==> src/rtl/alu_md_pkg.sv <==
// Shared opcodes, FSM state type and opcode classification for alu_md.
package alu_md_pkg;

    localparam logic [4:0] OP_ADD   = 5'h00;
    localparam logic [4:0] OP_SUB   = 5'h01;
    localparam logic [4:0] OP_OR    = 5'h02;
    localparam logic [4:0] OP_SLT   = 5'h03;
    localparam logic [4:0] OP_SLL   = 5'h04;
    localparam logic [4:0] OP_SRL   = 5'h05;
    localparam logic [4:0] OP_SRA   = 5'h06;
    localparam logic [4:0] OP_SLLV  = 5'h07;
    localparam logic [4:0] OP_SRLV  = 5'h08;
    localparam logic [4:0] OP_SRAV  = 5'h09;
    localparam logic [4:0] OP_AND   = 5'h0A;
    localparam logic [4:0] OP_XOR   = 5'h0B;
    localparam logic [4:0] OP_NOR   = 5'h0C;
    localparam logic [4:0] OP_PASSA = 5'h0D;
    localparam logic [4:0] OP_SLTU  = 5'h0E;
    localparam logic [4:0] OP_MULT  = 5'h10;
    localparam logic [4:0] OP_MULTU = 5'h11;
    localparam logic [4:0] OP_DIV   = 5'h12;
    localparam logic [4:0] OP_DIVU  = 5'h13;
    localparam logic [4:0] OP_MFHI  = 5'h14;
    localparam logic [4:0] OP_MFLO  = 5'h15;
    localparam logic [4:0] OP_MTHI  = 5'h16;
    localparam logic [4:0] OP_MTLO  = 5'h17;

    typedef enum logic [1:0] {
        ST_IDLE,
        ST_MUL,
        ST_DIV,
        ST_DONE
    } md_state_t;

    // Multi-cycle ops occupy 0x10..0x13; bit1 selects divide, bit0 selects unsigned.
    function automatic logic is_md_op(input logic [4:0] op);
        return (op >= OP_MULT) && (op <= OP_DIVU);
    endfunction

endpackage

==> src/rtl/alu_md_iter.sv <==
// Iterative unsigned datapath: radix-2 shift-add multiply or restoring divide, 1 bit/cycle.
module md_iter #(
    parameter int WIDTH = 32
) (
    input  logic             clk,
    input  logic             rst,
    input  logic             start,
    input  logic             mode,      // 0 = multiply, 1 = divide
    input  logic [WIDTH-1:0] op_a,
    input  logic [WIDTH-1:0] op_b,
    output logic             done,
    output logic [WIDTH-1:0] res_hi,    // product high / remainder
    output logic [WIDTH-1:0] res_lo     // product low / quotient
);
    localparam int CW = $clog2(WIDTH);

    logic [WIDTH-1:0] acc, quo, dvs;
    logic [CW-1:0]    cnt;
    logic             busy, mode_r, last, zdiv;
    logic [WIDTH:0]   sum, shifted, diff;

    assign last   = (cnt == CW'(WIDTH - 1));
    assign zdiv   = mode_r & (dvs == '0);
    assign done   = busy & (last | zdiv);
    assign res_hi = acc;
    assign res_lo = quo;

    // Partial sum for multiply and trial subtraction for divide.
    always_comb begin
        sum     = {1'b0, acc} + {1'b0, dvs};
        shifted = {acc, quo[WIDTH-1]};
        diff    = shifted - {1'b0, dvs};
    end

    // Iteration registers; a zero divisor leaves quo holding the dividend untouched.
    always_ff @(posedge clk or posedge rst) begin
        if (rst) begin
            acc    <= '0;
            quo    <= '0;
            dvs    <= '0;
            cnt    <= '0;
            busy   <= 1'b0;
            mode_r <= 1'b0;
        end else if (start) begin
            acc    <= '0;
            quo    <= op_a;
            dvs    <= op_b;
            cnt    <= '0;
            busy   <= 1'b1;
            mode_r <= mode;
        end else if (busy) begin
            if (zdiv) begin
                busy <= 1'b0;
            end else begin
                if (!mode_r) begin
                    if (quo[0]) {acc, quo} <= {sum, quo[WIDTH-1:1]};
                    else        {acc, quo} <= {1'b0, acc, quo[WIDTH-1:1]};
                end else if (!diff[WIDTH]) begin
                    acc <= diff[WIDTH-1:0];
                    quo <= {quo[WIDTH-2:0], 1'b1};
                end else begin
                    acc <= shifted[WIDTH-1:0];
                    quo <= {quo[WIDTH-2:0], 1'b0};
                end
                cnt <= cnt + 1'b1;
                if (last) busy <= 1'b0;
            end
        end
    end

endmodule

==> src/rtl/alu_md.sv <==
// EX-stage ALU with single-cycle ops plus iterative multiply/divide and HI/LO registers.
module alu_md
    import alu_md_pkg::*;
#(
    parameter int WIDTH   = 32,
    parameter int SHAMT_W = $clog2(WIDTH)
) (
    input  logic               clk,
    input  logic               rst,
    input  logic               in_valid,
    output logic               in_ready,
    input  logic [4:0]         aluop,
    input  logic [WIDTH-1:0]   a,
    input  logic [WIDTH-1:0]   b,
    input  logic [SHAMT_W-1:0] s,
    output logic               out_valid,
    output logic [WIDTH-1:0]   aluout,
    output logic [WIDTH-1:0]   hi,
    output logic [WIDTH-1:0]   lo,
    output logic               dbz
);
    md_state_t state, state_next;

    logic               accept, md_start, md_mode, md_done;
    logic               a_neg, b_neg;
    logic [WIDTH-1:0]   mag_a, mag_b, md_hi, md_lo, q_fix, r_fix, alu_res;
    logic [2*WIDTH-1:0] prod, prod_fix;
    logic               sgn_q, sgn_r, zdiv, op_mul;
    logic               sc_vld;
    logic [4:0]         sc_op;
    logic [WIDTH-1:0]   sc_a, sc_b;
    logic [SHAMT_W-1:0] sc_s;

    md_iter #(.WIDTH(WIDTH)) u_iter (
        .clk    (clk),
        .rst    (rst),
        .start  (md_start),
        .mode   (md_mode),
        .op_a   (mag_a),
        .op_b   (mag_b),
        .done   (md_done),
        .res_hi (md_hi),
        .res_lo (md_lo)
    );

    // FSM state register.
    always_ff @(posedge clk or posedge rst) begin
        if (rst) state <= ST_IDLE;
        else     state <= state_next;
    end

    // FSM next-state: IDLE -> MUL|DIV -> DONE -> IDLE.
    always_comb begin
        state_next = state;
        case (state)
            ST_IDLE: if (md_start) state_next = md_mode ? ST_DIV : ST_MUL;
            ST_MUL,
            ST_DIV:  if (md_done)  state_next = ST_DONE;
            ST_DONE: state_next = ST_IDLE;
            default: state_next = ST_IDLE;
        endcase
    end

    // FSM outputs and operand magnitude preparation for the iterative unit.
    always_comb begin
        in_ready = (state == ST_IDLE);
        accept   = in_valid & in_ready;
        md_start = accept & is_md_op(aluop);
        md_mode  = aluop[1];
        a_neg    = ~aluop[0] & a[WIDTH-1];
        b_neg    = ~aluop[0] & b[WIDTH-1];
        mag_a    = a_neg ? -a : a;
        mag_b    = b_neg ? -b : b;
    end

    // Sign fix-up of the unsigned iterative results.
    always_comb begin
        prod     = {md_hi, md_lo};
        prod_fix = sgn_q ? -prod : prod;
        q_fix    = sgn_q ? -md_lo : md_lo;
        r_fix    = sgn_r ? -md_hi : md_hi;
    end

    // Single-cycle ops are registered at accept and evaluated one edge later, giving the
    // one-cycle accept-to-result latency while in_ready stays high.
    always_ff @(posedge clk or posedge rst) begin
        if (rst) begin
            sc_vld <= 1'b0;
            sc_op  <= '0;
            sc_a   <= '0;
            sc_b   <= '0;
            sc_s   <= '0;
        end else begin
            sc_vld <= accept & ~is_md_op(aluop);
            if (accept & ~is_md_op(aluop)) begin
                sc_op <= aluop;
                sc_a  <= a;
                sc_b  <= b;
                sc_s  <= s;
            end
        end
    end

    // Single-cycle ALU result from the staged operands.
    always_comb begin
        alu_res = '0;
        case (sc_op)
            OP_ADD:   alu_res = sc_a + sc_b;
            OP_SUB:   alu_res = sc_a - sc_b;
            OP_OR:    alu_res = sc_a | sc_b;
            OP_SLT:   alu_res = {{(WIDTH-1){1'b0}}, $signed(sc_a) < $signed(sc_b)};
            OP_SLL:   alu_res = sc_b << sc_s;
            OP_SRL:   alu_res = sc_b >> sc_s;
            OP_SRA:   alu_res = $signed(sc_b) >>> sc_s;
            OP_SLLV:  alu_res = sc_b << sc_a[SHAMT_W-1:0];
            OP_SRLV:  alu_res = sc_b >> sc_a[SHAMT_W-1:0];
            OP_SRAV:  alu_res = $signed(sc_b) >>> sc_a[SHAMT_W-1:0];
            OP_AND:   alu_res = sc_a & sc_b;
            OP_XOR:   alu_res = sc_a ^ sc_b;
            OP_NOR:   alu_res = ~(sc_a | sc_b);
            OP_PASSA: alu_res = sc_a;
            OP_SLTU:  alu_res = {{(WIDTH-1){1'b0}}, sc_a < sc_b};
            OP_MFHI:  alu_res = hi;
            OP_MFLO:  alu_res = lo;
            default:  alu_res = '0;
        endcase
    end

    // Architectural results: aluout, HI/LO, completion pulse and divide-by-zero flag.
    always_ff @(posedge clk or posedge rst) begin
        if (rst) begin
            aluout    <= '0;
            hi        <= '0;
            lo        <= '0;
            out_valid <= 1'b0;
            dbz       <= 1'b0;
            sgn_q     <= 1'b0;
            sgn_r     <= 1'b0;
            zdiv      <= 1'b0;
            op_mul    <= 1'b0;
        end else begin
            out_valid <= 1'b0;
            if (accept) dbz <= 1'b0;
            if (md_start) begin
                sgn_q  <= a_neg ^ b_neg;
                sgn_r  <= a_neg;
                zdiv   <= md_mode & (b == '0);
                op_mul <= ~md_mode;
            end
            if (sc_vld) begin
                out_valid <= 1'b1;
                case (sc_op)
                    OP_MTHI: hi     <= sc_a;
                    OP_MTLO: lo     <= sc_a;
                    default: aluout <= alu_res;
                endcase
            end
            if (state == ST_DONE) begin
                out_valid <= 1'b1;
                if (op_mul) begin
                    {hi, lo} <= prod_fix;
                end else if (zdiv) begin
                    // quo still holds |a|, so re-signing it restores the original a.
                    hi  <= sgn_r ? -md_lo : md_lo;
                    lo  <= '1;
                    dbz <= 1'b1;
                end else begin
                    hi <= r_fix;
                    lo <= q_fix;
                end
            end
        end
    end

endmodule

==> config.mk <==
export PLATFORM = sky130hd
export DESIGN_NAME = alu_md
export DESIGN_NICKNAME = d
export VERILOG_FILES = /design/src/rtl/alu_md_pkg.sv /design/src/rtl/alu_md_iter.sv /design/src/rtl/alu_md.sv
export SDC_FILE = /design/constraint.sdc
export NUM_CORES = 2
export LEC_CHECK = 0
export CORE_UTILIZATION = 43
export DETAILED_ROUTE_END_ITERATION = 6
export GPL_ROUTABILITY_DRIVEN = 0
export SLEW_MARGIN = 30
export SYNTH_ARGS = -nofsm -noshare
export SYNTH_HDL_FRONTEND = slang
export SYNTH_SLANG_ARGS = --single-unit
==> constraint.sdc <==
create_clock -name clk -period 21.2 [get_ports clk]
set_clock_uncertainty 0.15 [all_clocks]
set_input_delay 4.24 -clock clk [delete_from_list [all_inputs] [get_ports clk]]
set_output_delay 4.24 -clock clk [all_outputs]
set_load 0.01 [all_outputs]
**Word-level counts from Yosys, hierarchy flattened**

Index checks and enable logic that the tools add are counted.
W data, S select, Z words.

- Register bits after elaboration: 282
- Word-level logic and storage cells: 146
- Input bits: 77

- Multiplexer cells: 46
- Reductions and logical operators: 16
- Magnitude comparators: 4
- Eq/ne operators: 25
- Shift operators: 6
- Bitwise gates (word level): 18
- Add/sub/neg operators: 10

Operators by type and width:

| kind | count |
|---|---|
| $mux W32 | 26 |
| $pmux W32 S17 | 1 |
| $neg A32 Y32 | 4 |
| $logic_not A32 Y1 | 2 |
| $lt A32 B32 Y1 | 2 |
| $mux W64 | 1 |
| $neg A64 Y64 | 1 |
| $shl A32 B5 Y32 | 2 |
| $shr A32 B5 Y32 | 2 |
| $sshr A32 B5 Y32 | 2 |
| $eq A5 B4 Y1 const B | 7 |
| $add A32 B32 Y33 | 1 |
| $sub A33 B32 Y33 | 1 |
| $add A32 B32 Y32 | 1 |
| $and A32 B32 Y32 | 1 |
| $not A32 Y32 | 1 |
| $or A32 B32 Y32 | 1 |
| $sub A32 B32 Y32 | 1 |
| $xor A32 B32 Y32 | 1 |
| $eq A5 B5 Y1 const B | 5 |
| $eq A5 B3 Y1 const B | 4 |
| $mux W5 | 3 |
| $mux W1 | 11 |
| $eq A5 B2 Y1 const B | 2 |
| 20 further kinds | 42 |

**Logic depth before layout (Yosys ltp)**

- Word-level depth: 6
- Depth in mapped cells: 16
- Mapped depth without buffers: 14

**By module**

A second synthesis with hierarchy kept.

- Cells, all modules: 4,337
- Area, all modules: 32,613.8 µm²

By module, submodules not included:

| module | cells each | instances | area an instance (µm²) |
|---|---|---|---|
| alu_md | 3,227 | 1 | 23,896.7 |
| md_iter | 1,110 | 1 | 8,717.1 |

**Worst setup path after synthesis**

Ideal clock, no wire load.

- Path type: input port to flip-flop
- Start: input port b[0]
- End: register u_iter.dvs[27]
- Setup time: 0.135 ns
- Buffers on the path: 1
- Arrival: 6.228 ns
- Required time: 20.915 ns
- Setup slack: 14.687 ns
- Stages: 9
- Cell sequence: or3_1 > or3_1 > nor4_1 > and2_1 > clkbuf_1 > nand2_1 > o31ai_1 > xor2_1 > o21ai_0

- Longest elaborated chain between the ends: 2

Ends and longest elaborated chain:

| element | line | source |
|---|---|---|
| start, declared | alu_md.sv:14 | `input logic [WIDTH-1:0] b,` |
| $neg A32 Y32 | alu_md.sv:73 | `mag_b = b_neg ? -b : b;` |
| $mux W32 | alu_md.sv:73 |  |
| end signal, assigned | alu_md_iter.sv:47 | `dvs <= op_b;` |
| end, declared | alu_md_iter.sv:17 | `logic [WIDTH-1:0] acc, quo, dvs;` |

No other way between the ends.
A chain may end at the register's enable or synchronous reset.

**Worst setup path in the final report**

- Start: input port a[0]
- End: register u_iter.quo[29] (netlist: u_iter.res_lo[29])

- Longest elaborated chain between the ends: 3

Ends and longest elaborated chain:

| element | line | source |
|---|---|---|
| start, declared | alu_md.sv:13 | `input logic [WIDTH-1:0] a,` |
| $neg A32 Y32 | alu_md.sv:72 | `mag_a = a_neg ? -a : a;` |
| $mux W32 | alu_md.sv:72 |  |
| $mux W32 | alu_md_iter.sv:44 | `end else if (start) begin` |
| end signal, assigned | alu_md_iter.sv:46 | `quo <= op_a;` |
| end signal, assigned | alu_md_iter.sv:56 | `if (quo[0]) {acc, quo} <= {sum, quo[WIDTH-1:1]};` |
| end signal, assigned | alu_md_iter.sv:57 | `else {acc, quo} <= {1'b0, acc, quo[WIDTH-1:1]};` |
| end, declared | alu_md_iter.sv:17 |  |

No other way between the ends.

==> out/qor.yml <==
synthesis:
  ys_seq_area_share_pct: 22.4
  synth_area_leaders: "dfrtp_1 22%, ha_1 7.0%, o21ai_0 5.8%"
  ys.flop_type: "dfrtp_1"
  synth_edf_count: 0
  async_flop_share_pct: 100
  synth_area_mm2: 0.0315
  synth_commonest_cells: "484 x nand2_1, 367 x o21ai_0, 332 x a21oi_1"
  yosysUniqueCellTypes: 100
  ys_ff_latch: 282
  synth_nets: 4320
  avgSynthCellArea_um2: 7.76
  synth_top_area_share_pct: 22.4
  synthCells: 4063
  synth.most_common_cell: "nand2_1"
  yosysWarningCount: 0
  yosysTopAreaCell: "dfrtp_1"
sta:
  worst_pin_slew_ns: 1.15
  max_clock_freq_mhz: 143
  period_share_pct: 33.0
  finalMaxSlewViolations: 0
  layout_min_cycle_time_ns: 6.99
  relSlewSlack_pct: 22.9
  setup_tns_ns: 0
  hold_viol: 0
  setup_viol_count_final: 0
  rsz0062_at_grt: "false"
critical_path:
  critPathRequiredTime_ns: 21.50
  cp-start-kind: "input port"
  crit_family: "simple AND/OR/NAND/NOR gates"
  critPathKind: "input port to flip-flop"
  cp_max_fo: 5
  slowest_stage: "clkdlybuf4s50_1"
  crit_chain: "clkdlybuf4s50_1 > nor2_1 > nand2_1 > nor2_1 > nand2_1 > nor4_1 > nor4bb_1 > a21oi_1 > xnor2_1 > o21ai_0"
  cp.arrival_ns: 7.28
  crit_path_max_incr_delay_ns: 0.75
  critPathBufInv: 1
  crit_path_end_kind: "flip-flop"
drt:
  vias: 34100
  drc_errors: 543
  drtAntennaViolNets: 0
  drt_iter0_markers: 5936
  wl_per_cell_um: 29.3
  vias_per_cell: 6.87
  drt-total-wl_mm: 146
  first_pass_iters: 7
cts:
  cts_tree: "yes"
  clkTransAtPathRegs_ns: 0.06
  clockBufferDepth: 3
  h-tree-depth: 2
  post-cts-setup-buffers: 0
  postCtsHoldBufs: 0
  cts-resized-gates: 0
  clock_latency_ns: 0.59
  cts-buffers-inserted: 36
  clock-sinks: 282
  clockRootBuffer: "clkbuf_16"
global_routing:
  grt-ovfl-total: 0
  grt_pass1_vias: 30400
  antenna_found_initial: 6
  grt_pass1_wl_mm: 211
  gr-usage-all-layers_pct: 38.0
  grt_start_max_net_pins: 98
pwr:
  power.leakage_nw: 13.6
  vdd_drop_max_mv: 0.177
  p_per_area_mw_per_mm2: 212
  p_total_mw: 7.40
run_status:
  outcome: "finished, violations left"
  failed_checks: "design-rule violations"
die:
  die-area_mm2: 0.0744
  die_h_um: 273
  num_rows: 98
  num_io_pins: 176
  initial_utilization_pct: 43.8
  die_width_um: 273
  core_area_mm2: 0.0720
final_layout:
  nets: 4247
  drive_above_1_share_pct: 7.40
  register_area_mm2: 0.00707
  syn2layout_area_growth_pct: 10.9
  fin_cells: 4968
  final_util_pct: 48.6
  n_fill_cell: 7068
  multi_input_area_mm2: 0.0226
job:
  cap_violations: 0
place:
  dp_hpwl_mm: 108
  io_buffers: 175
  place_inst: 4900
min_path:
  hold_class: "flip-flop to flip-flop"
[where the power goes]
part / internal, mW / leakage [nW] / switching [mW] / total, mW
Sequential: 0.773 / 3.39 / 0.641 / 1.41
Clock: 0.375 / 0.587 / 0.279 / 0.655
Combinational: 2.00 / 9.64 / 3.33 / 5.33
[routing by layer]
| layer | up-vias | GRT usage [%] | share of wire [%] |
|---|---|---|---|
| li1 | 14800 | - | - |
| met1 | 16200 | 49.8 | 38 |
| met2 | 2520 | 54.9 | 41 |
| met3 | 597 | 11.3 | 13 |
| met4 | 12 | 22.6 | 7.6 |
| met5 | - | 0 | 0.053 |
[path summary, 6_finish.rpt]
| path | start | to | slack (ns) | cells after the start |
|---|---|---|---|---|
| setup / recovery | a[0] | u_iter.res_lo[29] | 14.21 | 10 |
| hold / removal | aluout[4] | aluout[4] | 0.33 | 2 |
| setup reg to reg | sc_op[3] | aluout[19] | 15.65 | 10 |
| hold reg to reg | aluout[4] | aluout[4] | 0.33 | 2 |
| max in group asynchronous | rst | u_iter.mode_r | 14.73 | 4 |
| min in group asynchronous | rst | aluout[19] | 4.04 | 2 |
[state kept, by name (all words and copies together) (netlist names), 5 cells and up]
| signal | cells |
|---|---|
| sc_a | 32 |
| sc_s | 5 |
| u_iter.res_lo | 32 |
| u_iter.res_hi | 32 |
| u_iter.dvs | 32 |
| hi | 32 |
| u_iter.cnt | 5 |
| sc_b | 32 |
| sc_op | 5 |
| aluout | 32 |
| lo | 32 |
[area by class of cell]
class	count	share of cell area, %
Antenna cell	3	0.0215
Multi-Input combinational cell	3267	64.6
Sequential cell	282	20.2
Timing Repair Buffer	247	6.56
Clock inverter	16	0.583
Inverter	156	1.70
Tap cell	950	3.40
Clock buffer	47	2.87
[cells by family after synthesis]
| kind of cell | Yosys count | share of synthesized area [%] |
|---|---|---|
| and+or+nand+nor | 1210 | 17.8 |
| adders and majority gates | 180 | 7.24 |
| xor gates and xnor gates | 241 | 6.72 |
| muxes | 256 | 11.4 |
| buffers and inverters | 514 | 6.42 |
| DFF | 282 | 22.4 |
| AOI/OAI and AO/OA | 1380 | 28.1 |
[placed cells by master, fill, tap and decap left out, types with 44 or more instances in the layout]
cell               n
a211oi_1          93
a21o_1            47
a21oi_1          331
a221oi_1          44
a22oi_1           62
a31oi_1           49
buf_4             68
clkdlybuf4s50_1  175
dfrtp_1          276
ha_1             175
inv_1            153
mux2i_1          149
mux4_2            78
nand2_1          484
nand3_1           67
nor2_1           269
nor2b_1           60
nor3_1            81
o211ai_1          93
o21ai_0          367
o31ai_1           44
xnor2_1          110
xor2_1           130
[through the flow]
step	setup slack, ns	hold WS (ns)	cell area, µm²
2_1_floorplan	9.03	0.325	31500
3_3_place_gp	13.71	0.314	33700
3_5_place_dp	13.68	0.320	33700
4_1_cts	14.28	0.332	34900
5_1_grt	14.00	0.356	34900
6_report	14.21	0.326	35000
[worst reg2reg max path: cells and delay by family, from the launching register on]
family                 cells  cell delay [ns]
AOI/OAI and AO/OA          4             1.78
muxes                      3             1.20
and+or+nand+nor            2             0.92
DFF                        1             0.73
buffers and inverters      1             0.58
No activity file was read; power rests on OpenSTA's default activity.
